**src/rtl/alu_pkg.sv**
```systemverilog
// Shared encodings for the execute-stage ALU: op classes, R-type function
// codes, 4-bit ALU control codes and the sequencer state enum.
package alu_pkg;

  localparam logic [1:0] ALUOP_ADD   = 2'b00;
  localparam logic [1:0] ALUOP_SUB   = 2'b01;
  localparam logic [1:0] ALUOP_RTYPE = 2'b10;
  localparam logic [1:0] ALUOP_AND   = 2'b11;

  localparam logic [5:0] FUNC_ADD   = 6'b100000;
  localparam logic [5:0] FUNC_SUB   = 6'b100010;
  localparam logic [5:0] FUNC_AND   = 6'b100100;
  localparam logic [5:0] FUNC_OR    = 6'b100101;
  localparam logic [5:0] FUNC_SLT   = 6'b101010;
  localparam logic [5:0] FUNC_NOR   = 6'b100111;
  localparam logic [5:0] FUNC_MULT  = 6'b011000;
  localparam logic [5:0] FUNC_MULTU = 6'b011001;
  localparam logic [5:0] FUNC_MFHI  = 6'b010000;
  localparam logic [5:0] FUNC_MFLO  = 6'b010010;

  localparam logic [3:0] CTRL_AND   = 4'b0000;
  localparam logic [3:0] CTRL_OR    = 4'b0001;
  localparam logic [3:0] CTRL_ADD   = 4'b0010;
  localparam logic [3:0] CTRL_SUB   = 4'b0110;
  localparam logic [3:0] CTRL_SLT   = 4'b0111;
  localparam logic [3:0] CTRL_NOR   = 4'b1100;
  localparam logic [3:0] CTRL_MULT  = 4'b1000;
  localparam logic [3:0] CTRL_MULTU = 4'b1001;
  localparam logic [3:0] CTRL_MFHI  = 4'b1010;
  localparam logic [3:0] CTRL_MFLO  = 4'b1011;

  typedef enum logic [1:0] {
    ST_IDLE = 2'd0,
    ST_MUL  = 2'd1,
    ST_FIN  = 2'd2
  } state_t;

  // True for the two control codes that need the iterative multiplier.
  function automatic logic is_mul(input logic [3:0] code);
    return (code == CTRL_MULT) || (code == CTRL_MULTU);
  endfunction

endpackage

```
**src/rtl/alu_ctrl_decode.sv**
```systemverilog
// Combinational op-class / function-field to ALU control-code decoder.
module alu_ctrl_decode
  import alu_pkg::*;
(
  input  logic [1:0] alu_op,
  input  logic [5:0] func,
  output logic [3:0] ctrl
);

  // Op class picks the code directly except for R-type, which looks at func.
  always_comb begin
    ctrl = CTRL_AND;
    case (alu_op)
      ALUOP_ADD: ctrl = CTRL_ADD;
      ALUOP_SUB: ctrl = CTRL_SUB;
      ALUOP_AND: ctrl = CTRL_AND;
      default: begin
        case (func)
          FUNC_ADD:   ctrl = CTRL_ADD;
          FUNC_SUB:   ctrl = CTRL_SUB;
          FUNC_AND:   ctrl = CTRL_AND;
          FUNC_OR:    ctrl = CTRL_OR;
          FUNC_SLT:   ctrl = CTRL_SLT;
          FUNC_NOR:   ctrl = CTRL_NOR;
          FUNC_MULT:  ctrl = CTRL_MULT;
          FUNC_MULTU: ctrl = CTRL_MULTU;
          FUNC_MFHI:  ctrl = CTRL_MFHI;
          FUNC_MFLO:  ctrl = CTRL_MFLO;
          default:    ctrl = CTRL_AND;
        endcase
      end
    endcase
  end

endmodule

```
**src/rtl/alu_seq_unit.sv**
```systemverilog
// Execute-stage ALU with handshake: single-cycle logic/arith ops plus a
// shift-add multiplier (one partial product per cycle) feeding HI/LO.
module alu_seq_unit
  import alu_pkg::*;
#(
  parameter int WIDTH = 32
) (
  input  logic             i_clk,
  input  logic             i_rst_n,
  input  logic             i_valid,
  output logic             o_ready,
  input  logic [1:0]       i_aluOp,
  input  logic [5:0]       i_func,
  input  logic [WIDTH-1:0] i_a,
  input  logic [WIDTH-1:0] i_b,
  output logic             o_valid,
  output logic [WIDTH-1:0] o_result,
  output logic             o_zero,
  output logic [3:0]       o_aluControl,
  output logic [WIDTH-1:0] o_hi,
  output logic [WIDTH-1:0] o_lo
);

  localparam int CNT_W = $clog2(WIDTH + 1);

  logic [3:0]              ctrl;
  logic                    accept;
  logic                    mul_signed;
  logic signed [WIDTH-1:0] a_s;
  logic signed [WIDTH-1:0] b_s;
  logic [WIDTH-1:0]        alu_res;
  state_t                  state;
  logic [CNT_W-1:0]        cnt;
  logic [2*WIDTH-1:0]      mcand;
  logic [2*WIDTH-1:0]      acc;
  logic [2*WIDTH-1:0]      prod;
  logic [WIDTH-1:0]        mplier;
  logic                    neg;

  // Magnitude of an operand; unsigned operands pass through untouched.
  function automatic logic [WIDTH-1:0] magnitude(input logic [WIDTH-1:0] v,
                                                 input logic sgn);
    return (sgn && v[WIDTH-1]) ? -v : v;
  endfunction

  // Sign fix-up of the magnitude product when operand signs differ.
  function automatic logic [2*WIDTH-1:0] apply_sign(input logic [2*WIDTH-1:0] p,
                                                    input logic n);
    return n ? -p : p;
  endfunction

  alu_ctrl_decode u_decode (
    .alu_op (i_aluOp),
    .func   (i_func),
    .ctrl   (ctrl)
  );

  assign accept     = i_valid & o_ready;
  assign mul_signed = (ctrl == CTRL_MULT);
  assign a_s        = i_a;
  assign b_s        = i_b;
  assign prod       = apply_sign(acc, neg);

  // Single-cycle result selection; unknown codes fall back to AND.
  always_comb begin
    alu_res = i_a & i_b;
    case (ctrl)
      CTRL_ADD:  alu_res = i_a + i_b;
      CTRL_SUB:  alu_res = i_a - i_b;
      CTRL_OR:   alu_res = i_a | i_b;
      CTRL_NOR:  alu_res = ~(i_a | i_b);
      CTRL_SLT:  alu_res = {{(WIDTH-1){1'b0}}, (a_s < b_s)};
      CTRL_MFHI: alu_res = o_hi;
      CTRL_MFLO: alu_res = o_lo;
      default:   alu_res = i_a & i_b;
    endcase
  end

  // Multiplier datapath: load magnitudes at accept, shift-add while in MUL.
  always_ff @(posedge i_clk) begin
    if (state == ST_IDLE && accept && is_mul(ctrl)) begin
      mcand  <= {{WIDTH{1'b0}}, magnitude(i_a, mul_signed)};
      mplier <= magnitude(i_b, mul_signed);
      acc    <= '0;
      neg    <= mul_signed & (i_a[WIDTH-1] ^ i_b[WIDTH-1]);
    end else if (state == ST_MUL) begin
      if (mplier[0]) acc <= acc + mcand;
      mcand  <= mcand << 1;
      mplier <= mplier >> 1;
    end
  end

  // Sequencer FSM with registered handshake, result and HI/LO outputs.
  always_ff @(posedge i_clk) begin
    if (!i_rst_n) begin
      state        <= ST_IDLE;
      cnt          <= '0;
      o_ready      <= 1'b0;
      o_valid      <= 1'b0;
      o_result     <= '0;
      o_zero       <= 1'b0;
      o_aluControl <= '0;
      o_hi         <= '0;
      o_lo         <= '0;
    end else begin
      o_valid <= 1'b0;
      case (state)
        ST_IDLE: begin
          o_ready <= 1'b1;
          if (accept) begin
            o_aluControl <= ctrl;
            if (is_mul(ctrl)) begin
              cnt     <= CNT_W'(WIDTH - 1);
              o_ready <= 1'b0;
              state   <= ST_MUL;
            end else begin
              o_result <= alu_res;
              o_zero   <= (alu_res == '0);
              o_valid  <= 1'b1;
            end
          end
        end
        ST_MUL: begin
          if (cnt == '0) state <= ST_FIN;
          else           cnt   <= cnt - 1'b1;
        end
        ST_FIN: begin
          o_hi     <= prod[2*WIDTH-1:WIDTH];
          o_lo     <= prod[WIDTH-1:0];
          o_result <= prod[WIDTH-1:0];
          o_zero   <= (prod[WIDTH-1:0] == '0);
          o_valid  <= 1'b1;
          o_ready  <= 1'b1;
          state    <= ST_IDLE;
        end
        default: state <= ST_IDLE;
      endcase
    end
  end

endmodule

```
**config.mk**
```make
export PLATFORM = sky130hd
export DESIGN_NAME = alu_seq_unit
export DESIGN_NICKNAME = d
export VERILOG_FILES = /design/src/rtl/alu_pkg.sv /design/src/rtl/alu_ctrl_decode.sv /design/src/rtl/alu_seq_unit.sv
export SDC_FILE = /design/constraint.sdc
export NUM_CORES = 1
export LEC_CHECK = 0
export ABC_AREA = 1
export CELL_PAD_IN_SITES_DETAIL_PLACEMENT = 0
export CELL_PAD_IN_SITES_GLOBAL_PLACEMENT = 1
export CORE_MARGIN = 2
export CORE_UTILIZATION = 39
export CTS_CLUSTER_DIAMETER = 100
export DETAILED_ROUTE_END_ITERATION = 8
export PLACE_DENSITY = 0.85
export SYNTH_ARGS = -nofsm -noshare
export SYNTH_HDL_FRONTEND = slang
export SYNTH_SLANG_ARGS = --single-unit
```
**constraint.sdc**
```tcl
create_clock -name i_clk -period 3.75 [get_ports i_clk]
set_input_delay 0.375 -clock i_clk [delete_from_list [all_inputs] [get_ports i_clk]]
set_output_delay 0.375 -clock i_clk [all_outputs]
set_load 0.02 [all_outputs]
```
## After elaboration in Yosys (flattened, before gate mapping)

Index checks and enable logic that the tools add are counted.

| storage, ports and cells | value |
|---|---|
| input bits | 75 |
| bits in registers | 272 |
| output and inout port bits | 103 |
| logic and storage cells | 102 |

| cells by class | value |
|---|---|
| equal/unequal tests | 27 |
| bitwise logic cells | 6 |
| add/sub/neg operators | 7 |
| muxes and demuxes | 29 |
| $lt $le $gt $ge | 1 |
| reduce and logical (&&, ||, !) cells | 18 |

Operator list:

| operator | count |
|---|---|
| 32-bit 2-to-1 mux | 8 |
| 32-bit case mux with 7 select lines | 1 |
| 64-bit adder | 1 |
| 32-bit zero test | 2 |
| 64-bit 2-to-1 mux | 1 |
| 32-bit negation | 2 |
| 64-bit negation | 1 |
| 32-bit case mux with 2 select lines | 1 |
| 4-bit case mux with 9 select lines | 1 |
| 32-bit adder | 1 |
| 32-bit AND | 1 |
| 32-bit < comparator | 1 |
| 32-bit inverter | 1 |
| 32-bit bitwise OR | 1 |
| 32-bit subtractor | 1 |
| 6-bit equality test (second input constant) | 5 |
| 6-bit by 5-bit equality test with 1-bit output (second input constant) | 4 |
| 4-bit equality test (second input constant) | 5 |
| 6-bit 2-to-1 mux | 3 |
| 4-bit case mux with 3 select lines | 1 |
| 6-bit case mux with 2 select lines | 1 |
| 4-bit by 3-bit equality test with 1-bit output (second input constant) | 2 |
| 6-bit zero test | 1 |
| 2-bit 2-to-1 mux | 3 |
| other kinds (19) | 39 |

## Depth between registers and ports, before layout

| logic depth | value |
|---|---|
| depth after elaboration | 9 |
| mapped depth | 24 |

## Modules after synthesis

A second synthesis with hierarchy kept.

| unflattened totals | value |
|---|---|
| cells, all modules | 4,030 |
| area, all modules | 24,926.4 um^2 |

By module, submodules not included:

| module | times used | area each (um^2) | cells each | seq. area each (um^2) |
|---|---|---|---|---|
| alu_seq_unit | 1 | 24,752.5 | 3,991 | 6,095.8 |
| alu_ctrl_decode | 1 | 173.9 | 39 | 0.0 |

## Least setup slack after synthesis

No wires, ideal clock.

| timing | value |
|---|---|
| kind | input to register |
| from | in i_func[3] |
| to | reg mcand[0], enable pin |
| data required time | 3.326 ns |
| path buffers | 3 |
| library setup time | 0.424 ns |
| arrival time | 3.265 ns |
| setup slack | 0.062 ns |
| stages on the path | 14 |
| path through | nor2_1 nand3_1 nand3_1 nand2_4 inv_2 nand2_1 nor2_1 inv_1 nor2_1 inv_2 buf_2 buf_2 clkbuf_1 nand2_1 |

| between the ends | value |
|---|---|
| word-level cells in the longest chain between the ends | 7 |

Ends and longest elaborated chain:

| item | RTL line | RTL |
|---|---|---|
| from (decl) | alu_seq_unit.sv:13 | `input logic [5:0] i_func,` |
| 6-bit by 5-bit equality test with 1-bit output / 6-bit equality test (equally long branches) | alu_ctrl_decode.sv:18 | `case (func)` |
| 4-bit case mux with 9 select lines (*) | alu_ctrl_decode.sv:18 |  |
| 4-bit case mux with 3 select lines (*) | alu_ctrl_decode.sv:13 | `case (alu_op)` |
| 4-bit equality test | alu_pkg.sv:40 | `return (code == CTRL_MULT) \|\| (code == CTRL_MULTU);` |
| 1-bit logical OR (*) | alu_pkg.sv:40 |  |
| 1-bit logical AND (*) | alu_seq_unit.sv:81 | `if (state == ST_IDLE && accept && is_mul(ctrl)) begin` |
| 2-bit nonzero test (no source line) (*) | n/a |  |
| to (signal assigned) | alu_seq_unit.sv:82 | `mcand <= {{WIDTH{1'b0}}, magnitude(i_a, mul_signed)};` |
| to (signal assigned) | alu_seq_unit.sv:88 | `mcand <= mcand << 1;` |
| to (decl) | alu_seq_unit.sv:34 | `logic [2*WIDTH-1:0] mcand;` |

Mark *: on every way between the ends. The rest lies on a longest branch, timed or not.
A chain may end at the register's enable or synchronous reset.

## Worst setup path in the final report

| timing | value |
|---|---|
| from | reg mcand[0] |
| to | reg acc[46] |

| between the ends | value |
|---|---|
| word-level cells in the longest chain between the ends | 1 |

Ends and longest elaborated chain:

| item | RTL line | RTL |
|---|---|---|
| 64-bit adder | alu_seq_unit.sv:87 | `if (mplier[0]) acc <= acc + mcand;` |
| to (signal assigned) | alu_seq_unit.sv:87 |  |
| to (decl) | alu_seq_unit.sv:35 | `logic [2*WIDTH-1:0] acc;` |

No other way between the ends.

==> summary by stage <==
Global routing
The first global-routing pass estimated 167.4 mm of wire. The initial antenna violation count is 3. The number of global-route vias before repair is 25698. After global routing the overflow that remains totals 0. Entering global routing, the biggest net connects 66 pins.

In the global route stage, overall resource usage came out at roughly a third.

Layout
The top cell types in the final layout, fill and taps aside, are nand2_1, inv_1, nor2_1, a21oi_1, nand3_1. The final layout contains about 4600 nets. Leaving out fill and tap cells, the most frequent cell in the layout is nand2_1. The fraction of final layout cells with drive strength greater than 1 is approximately 8.7%. The post-synthesis to final-layout area growth is 21.16%.

Leaving out filler cells and counting taps, the final layout contains about 5200. The number of antenna diodes in the final layout is 0.

Drt
Dividing the detail-routed via count by the number of cells gives 5.460. The detailed router placed 28649 vias in this run. After detailed routing, the number of remaining DRC violations is 0. The count of nets left with antenna violations once routing finished came out at 0. The violation count after the first detailed-routing iteration is ~3300. The count of TritonRoute iterations in the first routing pass is 6. Dividing the detail-routed wire length by the instance count gives ~22 um.

The aggregate routed wire length is 114.7 mm.

Placement
Once placement completed, the tool counted placed cells totaling around 5200. Detailed placement ended at an HPWL of 94.42 mm. Input and output buffers added on the ports amount to around 180.

Routability-driven placement finished with a final weighted congestion of 1.025.

Synthesis
The post-synthesis cell type with the largest combined area is nand2_1. The synthesized netlist devotes under 10% of its cell area to adder and majority cells. Multiplexer cells account for 0.04002% of the synthesized area. By area the synthesized netlist is led by nand2_1, dfxtp_1, inv_1, ha_1, edfxtp_1.

In this run the cell area of the synthesized design comes to about 25000 sq um. The number of cells produced by synthesis is 4072. The area fraction in and, or, nand and nor cells after synthesis is 33.71%. The synthesized area divided by synthesized cell count is 6.143 sq um. The compound-cell area share of the yosys netlist is 15.89%. The xor and xnor area share after synthesis is between 5 and 6%. The area share of the largest cell type after synthesis is 16.90%. The synthesized flop and latch total is ~270. The combinational family with the most area after synthesis is simple AND/OR/NAND/NOR gates. The synthesis warning total is 0. The post-synthesis sequential area ratio is 24.37%. In this run, synthesis inferred 65 flip-flops with an integrated enable. The top flip-flop cell by instance count after synthesis is dfxtp_1. The distinct cell type count of the synthesized netlist is 55. The share of flip-flops with an asynchronous set or reset is 0%. The number of nets in the synthesized netlist is between 4000 and 5000.

Die
The die covers 66180 sq um. The core box area is about 63000 sq um. The vertical die dimension is 257.3 um. Row generation in the floorplan step produced a little over 90 rows. The die boundary width is ~260 um. The initial core utilization is 39.58%.

The count of pins on the block boundary is 178.

Timing
At the pin with the least slew margin, the transition time is about 1 ns. Measured against its own limit, the worst slew margin works out to 35.04%. Setup repair after global routing left no endpoint under its margin. The worst setup skew after layout is 0.01575 ns. Setup total negative slack on the finished layout was measured at 0 ns. The number of endpoints with negative hold slack in the final report was 0.

The fmax is approximately 290 MHz. The clock period could shrink to 3.480 ns. The final period utilization is between 90% and 100%. Setup violations remaining at the end of the flow were counted as 0.

The hold slack is between 0.4 and 0.5 ns. The max-slew violation count came to 0.

Status
The flow ran to the end, and the final reports show no timing, DRC or antenna violations.

Clock network
In this run the deepest clock path goes through 3 buffers. Post-CTS timing repair inserted 0 buffers for setup. The clock-pin transition on the worst setup and hold timing paths is around 0.060 ns. Clock tree synthesis found a total of 272 sinks.

In this run the number of H-tree levels came out at 2. The cell at the root of the clock tree is clkbuf_16. The number of clock buffers added by TritonCTS is 35. The TritonCTS clock tree is yes. For the worst-skew pair, the clock arrives at the later sink with an insertion delay of 0.58 ns.

Worst setup path
The element type at the critical path start is a flop. At the worst endpoint, the required time is 4.22 ns. The data arrival at the endpoint of the critical path is 3.95 ns.

The worst setup path is captured at a flop. The number of cells on the worst reg-to-reg path is 19. The worst setup path category is flop to flop. The peak fanout along the critical path is 4.

Hold path
The number of stages on the worst hold path is 2. The path class of the tightest hold or removal check is flop to flop.

Pwr
The design draws 9697 uW. The leakage power is 0.01518 uW. The maximum resistive drop on vdd is roughly 0.27 mV. For this design the ratio of total power to cell area is 320.0 nW/um^2.

Run
The number of maximum-capacitance violations is 0.
-- synthesized netlist by cell type, types with 49 or more instances --
| cell | count |
|---|---|
| o21ai_0 | 197 |
| dfxtp_1 | 207 |
| a31oi_1 | 49 |
| clkbuf_1 | 79 |
| nor2_1 | 478 |
| xor2_1 | 123 |
| edfxtp_1 | 65 |
| inv_1 | 614 |
| nand3_1 | 210 |
| o211ai_1 | 80 |
| nand2_1 | 1126 |
| ha_1 | 176 |
| a21oi_1 | 267 |
-- routing by layer --
| metal | track usage (%) | wire, um | vias to the layer above |
|---|---|---|---|
| met2 | 47.69 | 45860 | 1453 |
| met5 | 0 | 46 | - |
| met4 | 9.528 | 3537 | 6 |
| met3 | 5.418 | 11900 | 169 |
| li1 | - | - | 13682 |
| met1 | 51.00 | 53370 | 13339 |
-- sequential cells by signal, indices dropped and copies added, names as in the netlist --
name,count
o_lo,32
o_hi,32
acc,64
o_aluControl,4
state,2
neg,1
o_result,32
o_valid,1
cnt,6
o_zero,1
mplier,32
mcand,64
o_ready,1
-- worst max-delay path, cell delays in order (launching register included) --
cell      delay [ns]
edfxtp_1        0.46
ha_1            0.22
inv_1           0.06
fa_1            0.35
inv_1           0.09
nand3_1         0.08
nand2_1         0.15
a21oi_1         0.11
inv_1           0.07
nand2_1         0.05
nand2_1         0.17
a21oi_1         0.15
o21ai_1         0.43
a21oi_1         0.23
o21bai_1        0.26
nand2_1         0.16
nand3_1         0.10
nand3_1         0.08
nand2_1         0.10
inv_1           0.04
-- logic make-up after synthesis --
group | Yosys count
buffers and inverters | 755
xor gates and xnor gates | 151
AOI/OAI and AO/OA | 689
DFF | 272
adders and majority gates | 179
muxes | 1
and+or+nand+nor | 2025
-- power breakdown --
part	leakage, uW	total, uW	internal (uW)	switching (uW)
Sequential	0.00228	3280	3100	172
Clock	0.000593	3610	2080	1530
Combinational	0.0123	2820	1010	1810
-- repair_timing --
| item | CTS | global route |
|---|---|---|
| resized for setup | 0 | 1 |
| endpoints found under the hold margin | 0 | 0 |
| hold buffers | 0 | 0 |
| endpoints found under the setup margin | 0 | 2 |
-- cell type report --
type | instances | area, sq um
Fill cell | 6709 | 32890
Multi-Input combinational cell | 3045 | 16040
Timing Repair Buffer | 392 | 3561
Inverter | 629 | 2364
Clock inverter | 19 | 217.7
Tap cell | 846 | 1059
Clock buffer | 44 | 970.9
Sequential cell | 272 | 6096
-- per-stage QoR --
| step | worst slack (ns) | cell area [sq um] | utilization (%) |
|---|---|---|---|
| finish | 0.2703 | 30310 | 47.96 |
| detailed placement | 0.01278 | 29120 | 46.08 |
| CTS | 0.1525 | 30310 | 47.96 |
| global route | 0.07158 | 30310 | 47.96 |
| floorplan | 0.06153 | 25010 | - |
| global placement | -0.01137 | 29120 | 46.08 |
-- path summary, 6_finish.rpt --
| path | start | endpoint | slack (ns) |
|---|---|---|---|
| max reg2reg | mcand[0] | acc[46] | 0.27 |
| max | mcand[0] | acc[46] | 0.27 |
| min | o_result[2] | o_result[2] | 0.47 |
| min reg2reg | o_result[2] | o_result[2] | 0.47 |
(Power assumes the default switching activity.)
